## src/rtl/robo_nav_ctrl.sv

```systemverilog
// robo_nav_ctrl: navigation FSM between the sensor front-end and the motor/collector drivers.
// Latency: sensors sampled on a clock edge are reflected on the registered outputs right after that edge.
// Backpressure: none; sensors are level inputs sampled every cycle and the outputs are level commands.
//
// Ports:
//   clock, reset (async, active-high)    - clocking / reset
//   start                                - leave STANDBY (only looked at in STANDBY)
//   head, left, under, barrier           - obstacle ahead, wall on left, cliff, debris ahead
//   avancar, girar, girar_esq            - forward drive, one-cycle turn pulse, turn is CCW
//   recolher_entulho                     - collector active
//   direcao [DIR_W-1:0]                  - current heading (clockwise encoding)
//   standby, parado                      - idle / latched stop indicators
//   fault_code [1:0]                     - 00 none, 01 cliff, 10 trapped, 11 debris blocked by wall
//   entulho_cnt [CNT_W-1:0]              - completed pickups, saturating
//
// Build option: define ROBO_WALL_FOLLOW_EN to turn left (CCW) out of AVANCAR when the
// left wall disappears. Without it, `left` is ignored and girar_esq stays 0.

module robo_nav_ctrl #(
  parameter int DIR_W       = 2,
  parameter int DIR_INIT    = 0,
  parameter int COLLECT_CYC = 4,
  parameter int CNT_W       = 8
) (
  input  logic             clock,
  input  logic             reset,
  input  logic             start,
  input  logic             head,
  input  logic             left,
  input  logic             under,
  input  logic             barrier,
  output logic             avancar,
  output logic             girar,
  output logic             girar_esq,
  output logic             recolher_entulho,
  output logic [DIR_W-1:0] direcao,
  output logic             standby,
  output logic             parado,
  output logic [1:0]       fault_code,
  output logic [CNT_W-1:0] entulho_cnt
);

  typedef enum logic [2:0] {
    ST_STANDBY    = 3'd0,
    ST_AVANCAR    = 3'd1,
    ST_ROTACIONAR = 3'd2,
    ST_RECOLHER   = 3'd3,
    ST_PARADO     = 3'd4
  } state_t;

  localparam int                COL_W    = (COLLECT_CYC > 1) ? $clog2(COLLECT_CYC) : 1;
  localparam logic [COL_W-1:0]  COL_LOAD = COL_W'(COLLECT_CYC - 1);
  // rot_cnt reaching the number of headings means a full clockwise circle was tried.
  localparam logic [DIR_W:0]    ROT_FULL = (DIR_W + 1)'(2 ** DIR_W);
  localparam logic [CNT_W-1:0]  CNT_MAX  = {CNT_W{1'b1}};
  localparam logic [DIR_W-1:0]  DIR_RST  = DIR_W'(DIR_INIT);

  localparam logic [1:0] FLT_NONE    = 2'b00;
  localparam logic [1:0] FLT_CLIFF   = 2'b01;
  localparam logic [1:0] FLT_TRAPPED = 2'b10;
  localparam logic [1:0] FLT_BLOCKED = 2'b11;

  state_t             r_state;
  logic [DIR_W-1:0]   r_dir;
  logic [DIR_W:0]     r_rot;
  logic [COL_W-1:0]   r_col;
  logic [1:0]         r_fault;
  logic [CNT_W-1:0]   r_cnt;
  logic               r_avancar;
  logic               r_girar;
  logic               r_girar_esq;
  logic               r_recolher;
  logic               r_standby;
  logic               r_parado;

  // Dispatch decision shared by every state that re-evaluates the sensors.
  state_t             w_d_state;
  logic [DIR_W-1:0]   w_d_dir;
  logic [DIR_W:0]     w_d_rot;
  logic [COL_W-1:0]   w_d_col;
  logic [1:0]         w_d_fault;
  logic               w_d_ccw;

  state_t             w_nxt_state;
  logic [DIR_W-1:0]   w_nxt_dir;
  logic [DIR_W:0]     w_nxt_rot;
  logic [COL_W-1:0]   w_nxt_col;
  logic [1:0]         w_nxt_fault;
  logic [CNT_W-1:0]   w_nxt_cnt;
  logic               w_nxt_ccw;
  logic               w_take;

`ifndef ROBO_WALL_FOLLOW_EN
  logic w_unused_left;
  assign w_unused_left = left;
`endif

  always_comb begin
    w_d_state = ST_AVANCAR;
    w_d_dir   = r_dir;
    w_d_rot   = '0;
    w_d_col   = r_col;
    w_d_fault = r_fault;
    w_d_ccw   = 1'b0;
    if (under) begin
      w_d_state = ST_PARADO;
      w_d_fault = FLT_CLIFF;
    end else if (barrier && head) begin
      w_d_state = ST_PARADO;
      w_d_fault = FLT_BLOCKED;
    end else if (barrier) begin
      w_d_state = ST_RECOLHER;
      w_d_col   = COL_LOAD;
    end else if (head && (r_rot == ROT_FULL)) begin
      w_d_state = ST_PARADO;
      w_d_fault = FLT_TRAPPED;
      w_d_rot   = r_rot;
    end else if (head) begin
      w_d_state = ST_ROTACIONAR;
      w_d_dir   = r_dir + 1'b1;
      w_d_rot   = r_rot + 1'b1;
`ifdef ROBO_WALL_FOLLOW_EN
    end else if ((r_state == ST_AVANCAR) && !left) begin
      // Only taken out of AVANCAR, so a left turn is always followed by a re-check.
      w_d_state = ST_ROTACIONAR;
      w_d_dir   = r_dir - 1'b1;
      w_d_ccw   = 1'b1;
`endif
    end
  end

  always_comb begin
    w_nxt_state = r_state;
    w_nxt_dir   = r_dir;
    w_nxt_rot   = r_rot;
    w_nxt_col   = r_col;
    w_nxt_fault = r_fault;
    w_nxt_cnt   = r_cnt;
    w_nxt_ccw   = 1'b0;
    w_take      = 1'b0;
    case (r_state)
      ST_STANDBY:    w_take = start;
      ST_AVANCAR:    w_take = 1'b1;
      ST_ROTACIONAR: w_take = 1'b1;
      ST_RECOLHER: begin
        if (r_col != '0) begin
          // Mid-pickup only a cliff can interrupt; the pickup is then not counted.
          if (under) begin
            w_nxt_state = ST_PARADO;
            w_nxt_fault = FLT_CLIFF;
          end else begin
            w_nxt_col = r_col - 1'b1;
          end
        end else begin
          w_nxt_cnt = (r_cnt == CNT_MAX) ? r_cnt : r_cnt + 1'b1;
          w_take    = 1'b1;
        end
      end
      ST_PARADO:     w_take = 1'b0;
      default:       w_nxt_state = ST_STANDBY;
    endcase
    if (w_take) begin
      w_nxt_state = w_d_state;
      w_nxt_dir   = w_d_dir;
      w_nxt_rot   = w_d_rot;
      w_nxt_col   = w_d_col;
      w_nxt_fault = w_d_fault;
      w_nxt_ccw   = w_d_ccw;
    end
  end

  // State, datapath and decoded outputs all register together so outputs never glitch.
  always_ff @(posedge clock or posedge reset) begin
    if (reset) begin
      r_state     <= ST_STANDBY;
      r_dir       <= DIR_RST;
      r_rot       <= '0;
      r_col       <= '0;
      r_fault     <= FLT_NONE;
      r_cnt       <= '0;
      r_avancar   <= 1'b0;
      r_girar     <= 1'b0;
      r_girar_esq <= 1'b0;
      r_recolher  <= 1'b0;
      r_standby   <= 1'b1;
      r_parado    <= 1'b0;
    end else begin
      r_state     <= w_nxt_state;
      r_dir       <= w_nxt_dir;
      r_rot       <= w_nxt_rot;
      r_col       <= w_nxt_col;
      r_fault     <= w_nxt_fault;
      r_cnt       <= w_nxt_cnt;
      r_avancar   <= (w_nxt_state == ST_AVANCAR);
      r_girar     <= (w_nxt_state == ST_ROTACIONAR);
      r_girar_esq <= (w_nxt_state == ST_ROTACIONAR) && w_nxt_ccw;
      r_recolher  <= (w_nxt_state == ST_RECOLHER);
      r_standby   <= (w_nxt_state == ST_STANDBY);
      r_parado    <= (w_nxt_state == ST_PARADO);
    end
  end

  assign avancar          = r_avancar;
  assign girar            = r_girar;
  assign girar_esq        = r_girar_esq;
  assign recolher_entulho = r_recolher;
  assign direcao          = r_dir;
  assign standby          = r_standby;
  assign parado           = r_parado;
  assign fault_code       = r_fault;
  assign entulho_cnt      = r_cnt;

endmodule
```

## config.mk

```make
export PLATFORM = sky130hd
export DESIGN_NAME = robo_nav_ctrl
export DESIGN_NICKNAME = d
export VERILOG_FILES = /design/src/rtl/robo_nav_ctrl.sv
export SDC_FILE = /design/constraint.sdc
export NUM_CORES = 1
export LEC_CHECK = 0
export ABC_AREA = 1
export BUFFER_PORTS_ARGS = -buffer_cell sky130_fd_sc_hd__buf_2
export CORE_MARGIN = 1.5
export CORE_UTILIZATION = 58
export DETAILED_ROUTE_END_ITERATION = 10
export MAX_ROUTING_LAYER = met4
export PLACE_DENSITY = 0.83
export SETUP_SLACK_MARGIN = 0.1
export SLEW_MARGIN = 20
export SYNTH_ARGS = -nofsm -noshare
export SYNTH_HDL_FRONTEND = slang
export SYNTH_SLANG_ARGS = --single-unit
```

## constraint.sdc

```tcl
create_clock -name clock -period 3.3 [get_ports clock]
set_clock_uncertainty 0.15 [all_clocks]
set_input_delay 0.495 -clock clock [delete_from_list [all_inputs] [get_ports clock]]
set_output_delay 0.495 -clock clock [all_outputs]
set_load 0.01 [all_outputs]
```

==> results of run 1 <==
layer usage:
| metal | global-route usage | up-vias | part of all wire |
|---|---|---|---|
| met2 | 0.357 | 46 | 0.49 |
| li1 | - | 553 | - |
| met4 | 0.0766 | 0 | 0.015 |
| met3 | 0.0263 | 6 | 0.048 |
| met5 | - | - | 0 |
| met1 | 0.263 | 497 | 0.45 |
synth_stat cells:
library cell | n | area (um2)
a21oi_1 | 4 | 20.0
a21oi_4 | 1 | 16.3
buf_4 | 1 | 7.51
clkinv_1 | 1 | 3.75
conb_1 | 1 | 3.75
dfrtp_1 | 24 | 601
dfstp_2 | 1 | 26.3
ha_1 | 4 | 50.1
inv_1 | 21 | 78.8
inv_2 | 3 | 11.3
nand2_1 | 46 | 173
nand2_2 | 4 | 25.0
nand2_4 | 1 | 11.3
nand3_1 | 16 | 80.1
nand3_2 | 1 | 10.0
nand3b_4 | 1 | 20.0
nand4_2 | 1 | 12.5
nor2_1 | 6 | 22.5
nor2_2 | 2 | 12.5
nor3_1 | 3 | 15.0
nor3_2 | 1 | 10.0
o21ai_0 | 5 | 25.0
o21ai_1 | 3 | 15.0
o21ai_2 | 1 | 8.76
or2_2 | 1 | 6.26
xnor2_1 | 4 | 35.0
xor2_1 | 5 | 43.8
path summary, 6_finish.rpt:
| check | endpoint | slack [ns] | cells past startpoint |
|---|---|---|---|
| setup / recovery | entulho_cnt[3] | 1.60 | 8 |
| hold / removal | entulho_cnt[1] | 0.20 | 2 |
| setup reg to reg | entulho_cnt[3] | 1.60 | 8 |
| hold reg to reg | fault_code[1] | 0.34 | 2 |
| max in group asynchronous | fault_code[1] | 2.24 | 2 |
| min in group clock | fault_code[1] | 0.34 | 2 |
per-stage QoR:
step | setup WS, ns | utilization | total power [mW] | std cells | hold slack (ns)
2_1_floorplan | 1.79 | - | 0.633 | 162 | 0.324
3_3_place_gp | 1.68 | 0.676 | 0.701 | 211 | 0.301
3_5_place_dp | 1.60 | 0.676 | 0.719 | 211 | 0.311
4_1_cts | 1.58 | 0.689 | 0.849 | 215 | 0.231
5_1_grt | 1.45 | 0.689 | 0.910 | 215 | 0.287
6_report | 1.60 | 0.689 | 0.843 | 215 | 0.198
logic make-up after synthesis:
| group | Yosys count | share of synthesized area |
|---|---|---|
| AND/OR/NAND/NOR | 83 | 0.296 |
| XOR/XNOR | 9 | 0.0587 |
| buffers and inverters | 26 | 0.0754 |
| flip-flops | 25 | 0.466 |
| AO/OA/AOI/OAI | 14 | 0.0633 |
| other | 1 | 0.00279 |
| adder cells (fa/ha/maj) | 4 | 0.0372 |
sequential cells by signal (all words and copies together) (netlist names):
| signal | count |
|---|---|
| direcao | 2 |
| r_state | 3 |
| avancar | 1 |
| fault_code | 2 |
| entulho_cnt | 8 |
| standby | 1 |
| parado | 1 |
| r_rot | 3 |
| girar | 1 |
| recolher_entulho | 1 |
| r_col | 2 |
worst max-delay path: stages (launching register included):
cell,delay (ns)
dfrtp_1,0.42
inv_1,0.07
ha_1,0.18
nand4_2,0.18
inv_1,0.09
nand2_1,0.10
inv_2,0.16
nand2_1,0.10
xnor2_1,0.19
area by class of cell:
class | count | area, um2
clock buffer | 3 | 22.5
clock inverter | 1 | 5.00
fill | 172 | 682
inverter | 25 | 93.8
multi-input combinational | 111 | 616
sequential | 25 | 627
tap | 28 | 35.0
timing repair buffer | 22 | 110
where the power goes:
part / internal [mW] / leakage (nW) / switching (mW) / total (mW)
Clock: 0.0453 / 0.0177 / 0.0871 / 0.132
Combinational: 0.113 / 0.465 / 0.176 / 0.288
Sequential: 0.376 / 0.329 / 0.0464 / 0.423
==> flow_summary.ini, run 1 <==
[route]
drc = 0
post_drt_wl_per_cell_um = 11.5
routed_wl_um = 2480
ant_nets = 0
dr_total_vias = 1102
drt_iter0_markers = 37
vias_per_cell = 5.13
drt_first_pass_iters = 4

[timing]
min_period_ns = 1.70
maxSlewViolCount = 0
hold_violations = 0
setup_tns_ns = 0
rsz0062_at_grt = false
worstMarginPinSlew_ns = 0.899
maxSlewHeadroom = 0.400
fmax_mhz = 587
setup_violations = 0
period_share = 0.516

[layout]
design_area_um2 = 1510
num_antenna_cells = 0
areaGrowthSynthToFinish_pct = 12.3
final_cell_mix = nand2_1 (46), dfrtp_1 (24), buf_2 (22), inv_1 (21), nand3_1 (16)
mostFrequentLayoutCell = nand2_1
finalNetCount = 199
drive_above_1_share = 0.235

[clock_network]
cts_made_buffers = 3
cts_buffer_depth = 2
htreeDepth = 1
clk_latency_ns = 0.31
root_buffer = clkbuf_4
cts.sinks = 25
tritoncts = built
ctsResizeCount = 0
clk_pin_slew_ns = 0.14
post_cts_buffers = 0
hold_buffers = 0

[floorplanning]
start_util = 0.613
die_area_um2 = 2610
rows = 17
ios = 25
fp.dieH_um = 51.1
core_area_um2 = 2190
die_w_um = 51.1

[logic_synthesis]
syn_area_per_cell_um2 = 8.29
yosysSeqAreaShare = 0.466
synth_cell_types = 27
syn_nets = 173
yosysWarnings = 0
synth-seq-cells = 25
netlist_instances = 162
syn_area_um2 = 1340

[global_route]
antenna_found_initial = 0
grt_pass1_vias = 986
grt_first_pass_wirelength_um = 4060
grt_overflow = 0
grt_max_degree = 26
grtUsageTotal = 0.212

[power]
power_leakage_nw = 0.812
powerDensity_nw_per_um2 = 559
ir_drop_mv = 0.478

[worst_setup_path]
cp.required_ns = 3.39
critPathMaxFanout = 10
critPathLaunch = r_col[0]
crit_arrival_ns = 1.79
r2r_start = r_col[0]
startpoint_type = flip-flop
cp-end-kind = flip-flop
critPathKind = flip-flop to flip-flop

[placed_design]
place_hpwl_um = 1940
placed_area_um2 = 1480
gp_congestion = 0.887
portBuffers = 22

[run_status]
status = completed

[worst_hold_path]
hp-class = input pin to asynchronous set/reset pin

[run]
drv_cap = 0
Power figures use the tool's default switching activity.
==> inputs of run 2 (changes only) <==
CORE_UTILIZATION = 54   (was 58)
PLACE_DENSITY = 0.78   (was 0.83)
clock period = 1.75 ns   (was 3.3 ns; I/O delays follow)
==> flow_summary.ini, run 2 (synthesized netlist as in run 1, its figures left out) <==
[global_route]
grt_overflow = 0
antenna_found_initial = 0
grt_first_pass_wirelength_um = 4050
grt_pass1_vias = 964
grt_max_degree = 26
grtUsageTotal = 0.204

[layout]
num_antenna_cells = 0
fillCellCount = 148
finalNetCount = 209
largest_reg_flops = 8
mostFrequentLayoutCell = nand2_1
areaGrowthSynthToFinish_pct = 25.1
final_cell_count_no_fill = 225
drive_above_1_share = 0.360
final_cell_mix = nand2_1 (39), dfrtp_1 (23), buf_2 (22), inv_1 (19), nand3_1 (14)
fin_util = 0.739

[worst_hold_path]
hp-class = input pin to flip-flop

[timing]
maxSlewViolCount = 0
min_period_ns = 1.62
rsz0062_at_grt = true
setup_violations = 0
fmax_mhz = 616
setup_tns_ns = 0
period_share = 0.927
layout_setup_ws_ns = 0.127
hold_violations = 0

[power]
power_mw = 1.75
powerDensity_nw_per_um2 = 1040
p_switching_mw = 0.673
clkPwrFrac = 0.152
pwr-share-seq = 0.460
switching_share = 0.385
power_leakage_nw = 0.860
internal_power_mw = 1.08
combPwrFrac = 0.388
ir_drop_mv = 0.876

[floorplanning]
ios = 25
rows = 17
die_w_um = 52.9
fp.dieH_um = 52.9
die_area_um2 = 2800
core_area_um2 = 2280
start_util = 0.590

[worst_setup_path]
startpoint_type = flip-flop
critPathKind = flip-flop to flip-flop
critPathMaxFanout = 5
cp.required_ns = 1.88
cp-end-kind = flip-flop
crit_arrival_ns = 1.75

[route]
drc = 0
vias_per_cell = 5.19
ant_nets = 0
drt_first_pass_iters = 4
post_drt_wl_per_cell_um = 13.0
drt_iter0_markers = 39
dr_total_vias = 1168
routed_wl_um = 2920

[clock_network]
cts.sinks = 25
htreeDepth = 1
clk_pin_slew_ns = 0.14
clk_latency_ns = 0.32
cts_made_buffers = 3
tritoncts = built
cts_buffer_depth = 2
root_buffer = clkbuf_4

[placed_design]
portBuffers = 22
place_ws_ns = 0.0883
gp_congestion = 0.890
place_inst = 212
place_hpwl_um = 1840

[run]
drv_cap = 0

[run_status]
status = completed
==> run 2: cell count changes in the layout (fill, tap and decap cells not counted), moves of 2 or more <==
cell,change
buf_4,+9
nand2_1,-7
nand2_2,+5
a21oi_1,-2
a21oi_2,+2
ha_1,-2
ha_4,+2
inv_1,-2
nand2_4,+2
nand3_1,-2
nor2_1,-2
nor2_2,+2
==> run 2: power by group through the flow <==
stage                     Combinational [mW]  Sequential (mW)  Clock [mW]
after floorplan                        0.354            0.840           0
after global placement                 0.526            0.802           0
after detailed placement               0.550            0.808           0
after CTS                              0.562            0.800       0.264
after global routing                   0.751            0.815       0.293
final                                  0.678            0.805       0.267
==> run 2: layout make-up <==
class / instances / area [um2] / area share
clock buffer: 3 / 22.5 / 0.0134
inverter: 25 / 96.3 / 0.0573
timing repair buffer: 32 / 188 / 0.112
sequential: 25 / 628 / 0.374
clock inverter: 1 / 5.00 / 0.00298
multi-input combinational: 111 / 707 / 0.420
tap: 28 / 35.0 / 0.0208
==> run 2: path summary, 6_finish.rpt <==
| check | from | to | slack [ns] | cells past startpoint |
|---|---|---|---|---|
| setup / recovery | r_state[0] | avancar | 0.13 | 8 |
| hold / removal | barrier | r_rot[2] | 0.09 | 4 |
| setup reg to reg | r_state[0] | avancar | 0.13 | 8 |
| hold reg to reg | fault_code[0] | fault_code[0] | 0.34 | 2 |
| max in group asynchronous | reset | standby | 0.79 | 4 |
| min in group asynchronous | reset | girar | 0.37 | 4 |
==> run 2: worst max-delay path: stages (launching register included) <==
cell and delay, ns:
dfrtp_2 0.46, buf_4 0.15, nand2_1 0.08, nand2_2 0.11, a21oi_4 0.29, nand2_1 0.14, nand2_2 0.09, nand3_1 0.06
inv_1 0.05
==> run 2: per-stage QoR <==
stage | instance area, um2 | hold WS [ns]
finish | 1680 | 0.0926
global route | 1680 | 0.0784
CTS | 1540 | 0.0834
detailed placement | 1490 | 0.193
global placement | 1490 | 0.171
floorplan | 1340 | 0.139
==> run 2: what timing repair did <==
| action | in CTS | in global routing |
|---|---|---|
| resized for setup | 1 | 24 |
| endpoints found under the setup margin | 7 | 19 |
| endpoints found under the hold margin | 24 | 0 |
| pin swaps | 1 | 6 |
| hold buffers | 1 | 0 |
| buffers inserted | 0 | 8 |
==> run 2: metal layers <==
| metal | wire (um) | vias to the layer above | global-route usage |
|---|---|---|---|
| met4 | 33 | 0 | 0.0983 |
| met2 | 1520 | 30 | 0.313 |
| met5 | 0 | - | - |
| met1 | 1270 | 562 | 0.271 |
| met3 | 94 | 4 | 0.0254 |
| li1 | - | 572 | - |
==> inputs of run 3 (changes only) <==
PLACE_DENSITY = 0.74   (was 0.78)
==> flow_summary.ini, run 3 (synthesized netlist as in run 1, its figures left out) <==
[clock_network]
cts_buffer_depth = 2
clk_latency_ns = 0.33
clk_pin_slew_ns = 0.15
htreeDepth = 1
cts.sinks = 25
cts_made_buffers = 3
root_buffer = clkbuf_4
tritoncts = built

[route]
ant_nets = 0
dr_total_vias = 1143
post_drt_wl_per_cell_um = 12.5
drt_first_pass_iters = 4
vias_per_cell = 5.17
routed_wl_um = 2760
drt_iter0_markers = 26
drc = 0

[layout]
final_cell_mix = nand2_1 (40), dfrtp_1 (23), buf_2 (22), inv_1 (19), nand3_1 (15)
drive_above_1_share = 0.337
largest_reg_flops = 8
finalNetCount = 205
num_antenna_cells = 0
mostFrequentLayoutCell = nand2_1
areaGrowthSynthToFinish_pct = 23.4
design_area_um2 = 1660

[worst_hold_path]
hp-class = input pin to flip-flop

[floorplanning]
die_w_um = 52.9
core_area_um2 = 2280
fp.dieH_um = 52.9
die_area_um2 = 2800
start_util = 0.590
rows = 17
ios = 25

[timing]
setup_violations = 0
fmax_mhz = 617
hold_violations = 0
maxSlewViolCount = 0
period_share = 0.926
layout_setup_ws_ns = 0.130
setup_tns_ns = 0
rsz0062_at_grt = true
min_period_ns = 1.62

[worst_setup_path]
cp.required_ns = 1.86
reg2reg_slack_ns = 0.13
crit_arrival_ns = 1.73
critPathKind = flip-flop to flip-flop
r2r_cells = 8
cp-end-kind = flip-flop
startpoint_type = flip-flop
critPathLaunch = r_col[0]
path_cells = inv_2, ha_4, nand4_4, a21oi_4, nand2_2, nand2_2, nand2_1, nand2_1
r2r_start = r_col[0]
crit_path_top_delay_cell = dfrtp_1
critPathMaxFanout = 5
slowest_delay_ns = 0.43
crit_end = r_col[1]
r2r_end = r_col[1]

[placed_design]
place_ws_ns = 0.0851
place_hpwl_um = 1870
placed_area_um2 = 1490
portBuffers = 22
gp_congestion = 0.844

[global_route]
grt_first_pass_wirelength_um = 4350
grt_pass1_vias = 1048
antenna_found_initial = 0
grt_overflow = 0
grtUsageTotal = 0.220
grt_max_degree = 26

[run_status]
status = completed

[power]
power_leakage_nw = 0.848
ir_drop_mv = 0.922
powerDensity_nw_per_um2 = 1050

[run]
drv_cap = 0
run 3: critical path, delay by kind of cell, from the launching register on:
| family | cells | cell delay (ns) |
|---|---|---|
| flip-flops | 1 | 0.43 |
| AO/OA/AOI/OAI | 1 | 0.30 |
| AND/OR/NAND/NOR | 5 | 0.47 |
| buffers and inverters | 1 | 0.08 |
| adder cells (fa/ha/maj) | 1 | 0.14 |
run 3: routing by layer:
metal | global-route usage | vias up | share of wire
li1 | - | 569 | -
met1 | 0.272 | 541 | 0.44
met2 | 0.356 | 28 | 0.51
met3 | 0.0254 | 5 | 0.032
met4 | 0.111 | 0 | 0.018
met5 | - | - | 0
run 3: layout make-up:
| cell class | count | area [um2] |
|---|---|---|
| inverters | 25 | 96.3 |
| clock inverters | 1 | 5.00 |
| flip-flops and latches | 25 | 628 |
| fillers | 159 | 618 |
| multi-input cells | 111 | 713 |
| clock buffers | 3 | 22.5 |
| well taps | 28 | 35.0 |
| repair buffers | 28 | 158 |
run 3: stage by stage:
step / power (mW) / cells / hold WS, ns / utilization
floorplan: 1.19 / 162 / 0.139 / -
global placement: 1.33 / 212 / 0.169 / 0.654
detailed placement: 1.36 / 212 / 0.185 / 0.654
CTS: 1.62 / 217 / 0.0735 / 0.671
global route: 1.86 / 221 / 0.107 / 0.728
finish: 1.75 / 221 / 0.103 / 0.728
run 3: report_power, final:
part	leakage [nW]	internal [mW]	total [mW]	switching [mW]
sequential	0.327	0.710	0.804	0.0938
clock	0.0177	0.0858	0.264	0.178
combinational	0.503	0.282	0.679	0.397
total	0.848	1.08	1.75	0.669
run 3: repair_timing:
item / 4_1_cts / 5_1_grt
hold endpoints to repair: 24 / 0
buffers inserted: 0 / 4
pin swaps: 2 / 5
hold buffers: 1 / 0
endpoints found under the setup margin: 10 / 20
cloned: 0 / 0
resized for setup: 0 / 25
run 3: how the worst min path moves through the flow:
stage / startpoint / end / slack, ns / depth (start not counted)
finish: barrier / r_rot[2] / 0.10 / 4
global route: barrier / r_rot[2] / 0.11 / 4
CTS: barrier / r_rot[2] / 0.07 / 4
detailed placement: reset / entulho_cnt[1] / 0.18 / 3
global placement: reset / direcao[1] / 0.17 / 3
floorplan: reset / avancar / 0.14 / 1
